File: src/rtl/tns_encoder_multi_if.sv
// Stream interface for tns_encoder_multi.
// Carries the input beat (symbols) and the output beat (codewords plus per-lane error flags).
// The master drives symbols and accepts codewords; the slave is the encoder.
interface tns_encoder_multi_if #(
    parameter int unsigned LANES = 4,
    parameter int unsigned DW    = 3
);
    logic                 in_valid;
    logic                 in_ready;
    logic [LANES*DW-1:0]  datain;
    logic                 out_valid;
    logic                 out_ready;
    logic [LANES*3-1:0]   codeout;
    logic [LANES-1:0]     lane_err;

    modport master (
        output in_valid,
        output datain,
        output out_ready,
        input  in_ready,
        input  out_valid,
        input  codeout,
        input  lane_err
    );

    modport slave (
        input  in_valid,
        input  datain,
        input  out_ready,
        output in_ready,
        output out_valid,
        output codeout,
        output lane_err
    );
endinterface

File: src/rtl/tns_encoder_multi.sv
// Multi-lane TNS (transition-memory) crosstalk-avoidance encoder.
// Each lane maps a DW-bit symbol to a 3-bit codeword; the codeword MSB remembers its previous
// value while the symbol sits in the overlap band. Lane memory advances only on accepted beats.
// Optional feature: define TNS_MULTI_ERRCNT_EN to add the saturating err_cnt output.
module tns_encoder_multi #(
    parameter int unsigned LANES = 4,
    parameter int unsigned DW    = 3,
    parameter int unsigned TNS_A = 3,
    parameter int unsigned TNS_B = 2,
    parameter int unsigned TNS_C = 1
) (
    input  logic                    clock,
    input  logic                    rst_n,
    input  logic                    sync_clr,
    tns_encoder_multi_if.slave      bus_io,
    output logic                    err_sticky
`ifdef TNS_MULTI_ERRCNT_EN
    ,
    output logic [15:0]             err_cnt
`endif
);

    // Reject threshold sets that cannot form a valid code at elaboration time.
    if ((TNS_A > TNS_B + 2) || (TNS_A + TNS_C > TNS_B + 2) ||
        ((1 << DW) <= TNS_A + TNS_B + 1)) begin : g_param_err
        $error("tns_encoder_multi: illegal TNS_A/TNS_B/TNS_C/DW combination");
    end

    localparam logic [DW:0] ThrA  = (DW+1)'(TNS_A);
    localparam logic [DW:0] ThrB  = (DW+1)'(TNS_B);
    localparam logic [DW:0] ThrAc = (DW+1)'(TNS_A + TNS_C);
    localparam logic [DW:0] MaxIn = (DW+1)'(TNS_A + TNS_B + 1);

    // Returns {err, c2, c1, c0}; out-of-range symbols give err=1 and codeword 000.
    function automatic logic [3:0] tns_encode(input logic [DW-1:0] sym, input logic r);
        logic [DW:0] d;
        logic [DW:0] rb;
        logic [DW:0] rc;
        logic        c2;
        logic        c1;
        d = {1'b0, sym};
        if (d > MaxIn) begin
            return 4'b1000;
        end
        if (d < ThrA) begin
            c2 = 1'b0;
        end else if (d >= ThrAc) begin
            c2 = 1'b1;
        end else begin
            c2 = r;
        end
        rb = c2 ? d - ThrA : d;
        c1 = (rb >= ThrB);
        rc = c1 ? rb - ThrB : rb;
        return {1'b0, c2, c1, rc[0]};
    endfunction

    logic                  out_valid_q, out_valid_d;
    logic [LANES*3-1:0]    codeout_q, codeout_d;
    logic [LANES-1:0]      lane_err_q, lane_err_d;
    logic                  err_sticky_q, err_sticky_d;
    logic [LANES-1:0]      r_q, r_d;
    logic [3:0]            enc_c [LANES];
    logic [LANES*3-1:0]    code_c;
    logic [LANES-1:0]      err_c;
    logic                  accept;
    logic                  any_err;

    assign bus_io.in_ready = ~out_valid_q | bus_io.out_ready;
    assign accept          = bus_io.in_valid & bus_io.in_ready;

    // Per-lane encode and next-state for lane memory, output register and sticky error.
    always_comb begin
        any_err = 1'b0;
        code_c  = '0;
        err_c   = '0;
        r_d     = r_q;
        for (int i = 0; i < LANES; i++) begin
            // sync_clr forces the effective memory to 0 for this cycle's beat.
            enc_c[i]       = tns_encode(bus_io.datain[i*DW +: DW], sync_clr ? 1'b0 : r_q[i]);
            code_c[i*3 +: 3] = enc_c[i][2:0];
            err_c[i]       = enc_c[i][3];
            any_err        = any_err | enc_c[i][3];
            if (accept && !enc_c[i][3]) begin
                r_d[i] = enc_c[i][2];
            end else if (sync_clr) begin
                r_d[i] = 1'b0;
            end
        end

        out_valid_d = out_valid_q;
        codeout_d   = codeout_q;
        lane_err_d  = lane_err_q;
        if (accept) begin
            out_valid_d = 1'b1;
            codeout_d   = code_c;
            lane_err_d  = err_c;
        end else if (bus_io.out_ready) begin
            out_valid_d = 1'b0;
        end

        // An erroneous accept wins over a simultaneous clear.
        err_sticky_d = err_sticky_q;
        if (accept && any_err) begin
            err_sticky_d = 1'b1;
        end else if (sync_clr) begin
            err_sticky_d = 1'b0;
        end
    end

    // Register stream outputs, lane memory and sticky error.
    always_ff @(posedge clock or negedge rst_n) begin
        if (!rst_n) begin
            out_valid_q  <= 1'b0;
            codeout_q    <= '0;
            lane_err_q   <= '0;
            err_sticky_q <= 1'b0;
            r_q          <= '0;
        end else begin
            out_valid_q  <= out_valid_d;
            codeout_q    <= codeout_d;
            lane_err_q   <= lane_err_d;
            err_sticky_q <= err_sticky_d;
            r_q          <= r_d;
        end
    end

    assign bus_io.out_valid = out_valid_q;
    assign bus_io.codeout   = codeout_q;
    assign bus_io.lane_err  = lane_err_q;
    assign err_sticky       = err_sticky_q;

`ifdef TNS_MULTI_ERRCNT_EN
    logic [15:0] err_cnt_q, err_cnt_d;

    // Saturating count of accepted beats carrying any lane error.
    always_comb begin
        err_cnt_d = err_cnt_q;
        if (sync_clr) begin
            err_cnt_d = (accept && any_err) ? 16'd1 : 16'd0;
        end else if (accept && any_err && (err_cnt_q != 16'hFFFF)) begin
            err_cnt_d = err_cnt_q + 16'd1;
        end
    end

    // Register the error count.
    always_ff @(posedge clock or negedge rst_n) begin
        if (!rst_n) begin
            err_cnt_q <= '0;
        end else begin
            err_cnt_q <= err_cnt_d;
        end
    end

    assign err_cnt = err_cnt_q;
`endif

endmodule

File: src/flat_wrapper.sv
// flat-port wrapper written by rule: the top's interface ports become plain ports
module tns_encoder_multi_flat 
#(
    parameter int unsigned LANES = 4,
    parameter int unsigned DW    = 3,
    parameter int unsigned TNS_A = 3,
    parameter int unsigned TNS_B = 2,
    parameter int unsigned TNS_C = 1
)
  (clock, rst_n, sync_clr, err_sticky, bus_io_in_valid, bus_io_datain, bus_io_out_ready, bus_io_in_ready, bus_io_out_valid, bus_io_codeout, bus_io_lane_err);
  tns_encoder_multi_if #(.LANES(LANES), .DW(DW)) bus_io_i ();
  input  logic clock;
  input  logic rst_n;
  input  logic sync_clr;
  output logic err_sticky;
  input wire logic [$bits(bus_io_i.in_valid)-1:0] bus_io_in_valid;
  input wire logic [$bits(bus_io_i.datain)-1:0] bus_io_datain;
  input wire logic [$bits(bus_io_i.out_ready)-1:0] bus_io_out_ready;
  output wire logic [$bits(bus_io_i.in_ready)-1:0] bus_io_in_ready;
  output wire logic [$bits(bus_io_i.out_valid)-1:0] bus_io_out_valid;
  output wire logic [$bits(bus_io_i.codeout)-1:0] bus_io_codeout;
  output wire logic [$bits(bus_io_i.lane_err)-1:0] bus_io_lane_err;
  assign bus_io_i.in_valid = bus_io_in_valid;
  assign bus_io_i.datain = bus_io_datain;
  assign bus_io_i.out_ready = bus_io_out_ready;
  assign bus_io_in_ready = bus_io_i.in_ready;
  assign bus_io_out_valid = bus_io_i.out_valid;
  assign bus_io_codeout = bus_io_i.codeout;
  assign bus_io_lane_err = bus_io_i.lane_err;
  tns_encoder_multi #(.LANES(LANES), .DW(DW), .TNS_A(TNS_A), .TNS_B(TNS_B), .TNS_C(TNS_C)) u_core (.clock(clock), .rst_n(rst_n), .sync_clr(sync_clr), .bus_io(bus_io_i), .err_sticky(err_sticky));
endmodule
File: config.mk
export PLATFORM = sky130hd
export DESIGN_NAME = tns_encoder_multi_flat
export DESIGN_NICKNAME = d
export VERILOG_FILES = /design/src/rtl/tns_encoder_multi_if.sv /design/src/rtl/tns_encoder_multi.sv /design/src/flat_wrapper.sv
export SDC_FILE = /design/constraint.sdc
export NUM_CORES = 1
export LEC_CHECK = 0
export ABC_AREA = 1
export CAP_MARGIN = 40
export CELL_PAD_IN_SITES_DETAIL_PLACEMENT = 0
export CELL_PAD_IN_SITES_GLOBAL_PLACEMENT = 1
export CORE_ASPECT_RATIO = 0.5
export CORE_MARGIN = 1.5
export CORE_UTILIZATION = 34
export DETAILED_ROUTE_END_ITERATION = 8
export PLACE_DENSITY_LB_ADDON = 0.1
export SETUP_SLACK_MARGIN = 0.05
export SKIP_LAST_GASP = 1
export SYNTH_ARGS = -nofsm -noshare
export SYNTH_HDL_FRONTEND = slang
export SYNTH_SLANG_ARGS = --single-unit
File: constraint.sdc
create_clock -name clock -period 1.1 [get_ports clock]
set_input_delay 0.33 -clock clock [delete_from_list [all_inputs] [get_ports clock]]
set_output_delay 0.33 -clock clock [all_outputs]
set_load 0.1 [all_outputs]
Word level (Yosys, flattened, before mapping)
Index checks and enable logic that the tools add are counted.
{"block": "word_totals", "in_bits": 17, "register_bits": 22, "out_inout_bits": 19, "wordCells": 90}
{"block": "op_classes", "n_lt_le_gt_ge": 16, "mux": 44, "n_bitwise": 6, "reduce_logical": 11, "addsub": 8}
{"op": "2-to-1 mux 4 bit", "count": 12}
{"op": "2-to-1 mux 1 bit", "count": 32}
{"op": ">= comparator 4 x 2 -> 1 bit, second input constant", "count": 4}
{"op": "subtractor 3 x 2 -> 4 bit, second input constant", "count": 4}
{"op": ">= comparator 3 bit, second input constant", "count": 4}
{"op": "> comparator 3 bit, second input constant", "count": 4}
{"op": "< comparator 3 x 2 -> 1 bit, second input constant", "count": 4}
{"op": "logical AND 1 bit", "count": 5}
{"op": "logical NOT 1 bit", "count": 4}
{"op": "OR 1 bit", "count": 4}
{"op": "nonzero test 2 bit", "count": 2}
{"op": "subtractor 1 bit, second input constant", "count": 4}
{"op": "AND 1 bit", "count": 1}
{"op": "NOT 1 bit", "count": 1}

Longest topological paths before layout
{"block": "depth", "ltp_word": 13, "mapped_depth": 8, "ltp_nobuf": 8}

Worst setup path before layout
No wires, ideal clock.
{"block": "synth_timing", "path_kind": "reg2reg", "start": "register u_core.out_valid_q (netlist: u_core.bus_io.out_valid)", "end": "register u_core.codeout_q[0] (netlist: u_core.bus_io.codeout[0])", "period_less_slack_ns": 1.928, "required_ns": 1.032, "arrival_ns": 1.861, "slack_ns": -0.828, "setup_ns": 0.068, "path_stages_with_launch": 6, "cell_sequence": "dfrtp_1 nand2_4 nand2_8 buf_4 nand2_1 nand2_1"}
{"block": "synth_between", "elab_chain_len": 3}
{"element": "start, declared", "line_no": "tns_encoder_multi.sv:58", "source": "logic out_valid_q, out_valid_d;"}
{"element": "start signal, assigned", "line_no": "tns_encoder_multi.sv:120", "source": "out_valid_q <= out_valid_d;"}
{"element": "NOT 1 bit", "line_no": "tns_encoder_multi.sv:69", "source": "assign bus_io.in_ready = ~out_valid_q | bus_io.out_ready;"}
{"element": "OR 1 bit", "line_no": "tns_encoder_multi.sv:69"}
{"element": "net bus_io_in_ready", "line_no": "flat_wrapper.sv:19", "source": "output wire logic [$bits(bus_io_i.in_ready)-1:0] bus_io_in_ready;"}
{"element": "AND 1 bit", "line_no": "tns_encoder_multi.sv:70", "source": "assign accept = bus_io.in_valid & bus_io.in_ready;"}
{"element": "end signal, assigned", "line_no": "tns_encoder_multi.sv:121", "source": "codeout_q <= codeout_d;"}
{"element": "end, declared", "line_no": "tns_encoder_multi.sv:59", "source": "logic [LANES*3-1:0] codeout_q, codeout_d;"}
The timed path passes the listed nets, and every way through them passes these cells.
A chain may end at the register's enable or synchronous reset.

Worst setup path in the final report
{"block": "layout_timing", "start": "register u_core.out_valid_q (netlist: u_core.bus_io.out_valid)", "end": "output bus_io_out_valid"}
{"element": "end, declared", "line_no": "flat_wrapper.sv:20", "source": "output wire logic [$bits(bus_io_i.out_valid)-1:0] bus_io_out_valid;"}
No word-level cell between the ends.

==> metrics.md <==
| Metric | Value |
|---|---|
| Outcome | `finished, violations left` |
| Failing checks | `setup timing` |
| Crit path kind | `flop to output port` |
| # fillers | `297` |
| FP Rows | `15` |
| Final wirelength | `3068 um` |
| Maximum capacitance violations | `0` |
| Layout cells sized above 1 | `47.16%` |
| Fin crit share | `125.9%` |
| CTS tree | `built` |
| Synth-to-Final Area Change | `78.64%` |
| Post-route ant nets | `0` |
| Final worst slack | `-0.2845 ns` |
| Pwr Density | `1516 nW/um2` |
| PortBufs | `35` |
| CTS max path bufs | `2` |
| Starting Density | `36.22%` |
| I/O pin cnt | `36` |
| Largest net degree at the start of global routing | `23` |
| Final Slew Violations | `0` |
| Core Area | `3510 um2` |
| Power Total | `3.442 mW` |
| Worst Setup SP | `u_core.bus_io.out_valid` |
| Worst reg-to-reg setup slack | `-0.10 ns` |
| Synthesized Nets | `185` |
| Post-synth EDFFs | `0` |
| Grt met1 use | `21.33%` |
| GRT met3 Usage | `3.226%` |
| Post-DP HPWL | `2245 um` |
| Worst setup EP type | `output port` |
| Max rail drop VDD | `0.6423 mV` |
| Wire per inst | `10.96 um` |
| Async S/R FF share, synth | `100.0%` |
| Max_slew headroom | `75.01%` |
| Hold buffers post-CTS | `0` |
| H-tree depth | `1` |
| Distinct cells, synth | `19` |
| Fin Hold WS | `0.4093 ns` |
| Number of global-route vias before repair | `1047` |
| Seq cells post-synth | `22` |
| GRT overflow | `0` |
| Most common cell in the synthesized netlist | `nand2_1` |
| Post-DP Area | `2057 um2` |
| Clock Sinks | `22` |
| Warnings from Yosys | `0` |
| Final net count | `252` |
| Inserted Diodes | `0` |
| Worst skew pair latency | `0.26 ns` |
| Die width | `89.48 um` |
| Overall die area | `4137 um2` |
| Hold/Removal Path Class | `primary input to asynchronous set/reset pin` |
| GR Util met2 | `23.61%` |
| Hold Fails Final Rpt | `0` |
| RD Place Congestion | `0.7447` |
| RSZ-0062 raised after global routing | `true` |
| Via count | `1197` |
| DR iter-0 viols | `56` |
| Worst r2r src | `u_core.bus_io.out_valid` |
| FMAX | `722.3 MHz` |
| Gr usage total | `14.81%` |
| Synth area leader | `dfrtp_1` |
| Die Ht | `46.24 um` |
| Sequential area share after synthesis | `43.31%` |
| First-pass GRT wire length | `4629 um` |
| Final Cell Area | `2271 um2` |
| Arrival time at the worst endpoint | `1.05 ns` |
| Initial antenna violation count | `0` |
| CTS Buf Count | `3` |
| Synth cell count leaders | `nand2_1 (64), dfrtp_1 (22), inv_1 (19)` |
| Post-synth top flop | `dfrtp_1` |
| 1st-pass router iterations | `4` |
| P_leak | `1.137 nW` |
| Clk slew on worst S/H paths | `0.07 ns` |
| Post-synth top area share | `43.31%` |
| Final worst clock skew | `0.001625 ns` |
| Worst-path fanout max | `2` |
| Top cells by area, synth | `dfrtp_1 (43%), nand2_1 (19%), inv_1 (5.6%)` |
| Startpoint Class | `flop` |
| Netlist Area Pre-Place | `1271 um2` |
| Final setup TNS | `-2.606 ns` |
| CP endpoint | `bus_io_out_valid` |
| DRC | `0` |
| Mapped Cells | `163` |
| R2r endpoint | `u_core.bus_io.codeout[7]` |
| Worst slew pin tran | `0.3748 ns` |
| Synthesized area per cell | `7.799 um2` |
| WP data required | `0.77 ns` |
| Period minus WS final | `1.384 ns` |
| GRT Max-Usage Layer | `met2` |
| Clock Tree Root | `clkbuf_8` |
| Worst r2r path cells | `7` |
| Vias per cell | `4.275` |
| Final setup fails | `38` |
## worst min path at each step
| stage | startpoint | endpoint | slack (ns) | cells past startpoint |
|---|---|---|---|---|
| 6_report | rst_n | u_core.bus_io.codeout[8] | 0.41 | 2 |
| 5_1_grt | rst_n | u_core.bus_io.codeout[8] | 0.41 | 2 |
| 4_1_cts | rst_n | u_core.r_q[2] | 0.41 | 2 |
| 3_5_place_dp | u_core.bus_io.codeout[9] | u_core.bus_io.codeout[9] | 0.51 | 2 |
| 3_3_place_gp | u_core.bus_io.codeout[8] | u_core.bus_io.codeout[8] | 0.50 | 2 |
| 2_1_floorplan | rst_n | u_core.bus_io.codeout[0] | 0.03 | 0 |
## metrics by stage
| stage | std cells | utilization (%) | setup WS, ns |
|---|---|---|---|
| floorplan | 163 | - | -0.2676 |
| global placement | 267 | 58.61 | -0.5797 |
| detailed placement | 267 | 58.61 | -0.6561 |
| CTS | 272 | 60.75 | -0.2945 |
| global route | 280 | 64.71 | -0.3143 |
| finish | 280 | 64.71 | -0.2845 |
## cells by family after synthesis
kind of cell / Yosys count / synth area share (%)
AOI/OAI and AO/OA: 10 / 6.594
adders and majority gates: 5 / 4.921
buffers and inverters: 21 / 6.694
DFF: 22 / 43.31
and+or+nand+nor: 105 / 38.48
## critical path, cell delays in order, from the launching register on
cell,delay (ns)
dfrtp_4,0.51
buf_6,0.13
buf_12,0.15
## layout by cell type (no fill, tap or decap)
master	n
nand2_4	1
nand3_2	6
dfrtp_4	1
o21ai_1	4
nand4_1	1
inv_1	14
nor2_2	1
buf_6	5
nor2_4	4
clkdlybuf4s15_1	2
ha_1	2
nand3_1	6
nand3b_1	3
dlygate4sd2_1	10
dfrtp_1	4
clkbuf_2	1
a21oi_4	3
clkdlybuf4s50_1	1
clkbuf_8	4
nand2_8	3
dlymetal6s2s_1	1
inv_4	1
buf_4	21
o21ai_2	3
ha_2	3
clkdlybuf4s15_2	1
inv_8	1
buf_12	20
nand2_1	58
nand2_2	8
nor2_1	15
dfrtp_2	17
inv_2	4
## cell type report
cell class	count	area (um2)	area share, %
Inverter	20	85.08	3.747
Clock buffer	4	55.05	2.424
Tap cell	51	63.81	2.810
Multi-Input combinational cell	121	730.7	32.18
Timing Repair Buffer	62	760.7	33.50
Sequential cell	22	575.6	25.34
## repair_timing
action                     4_1_cts  5_1_grt
buffers inserted                 1        7
setup endpoints to repair       40       40
pin swaps                        5       26
gates resized for setup         31       29
gates cloned                     0        1
## routing by layer
layer  wire length, um  part of all wire [%]
met5                 0                     0
met4                 0                     0
met3                91                   3.0
met2              1452                    47
met1              1525                    50
## power by group
part	switching, mW	internal (mW)
clock	0.244	0.318
combinational	1.12	0.673
sequential	0.134	0.947
## flip-flops by register name, indices dropped and copies added, names as in the netlist
register / cells
u_core.bus_io.codeout: 12
u_core.bus_io.lane_err: 4
u_core.r_q: 4
u_core.bus_io.out_valid: 1
u_core.err_sticky: 1
(Power assumes the default switching activity.)
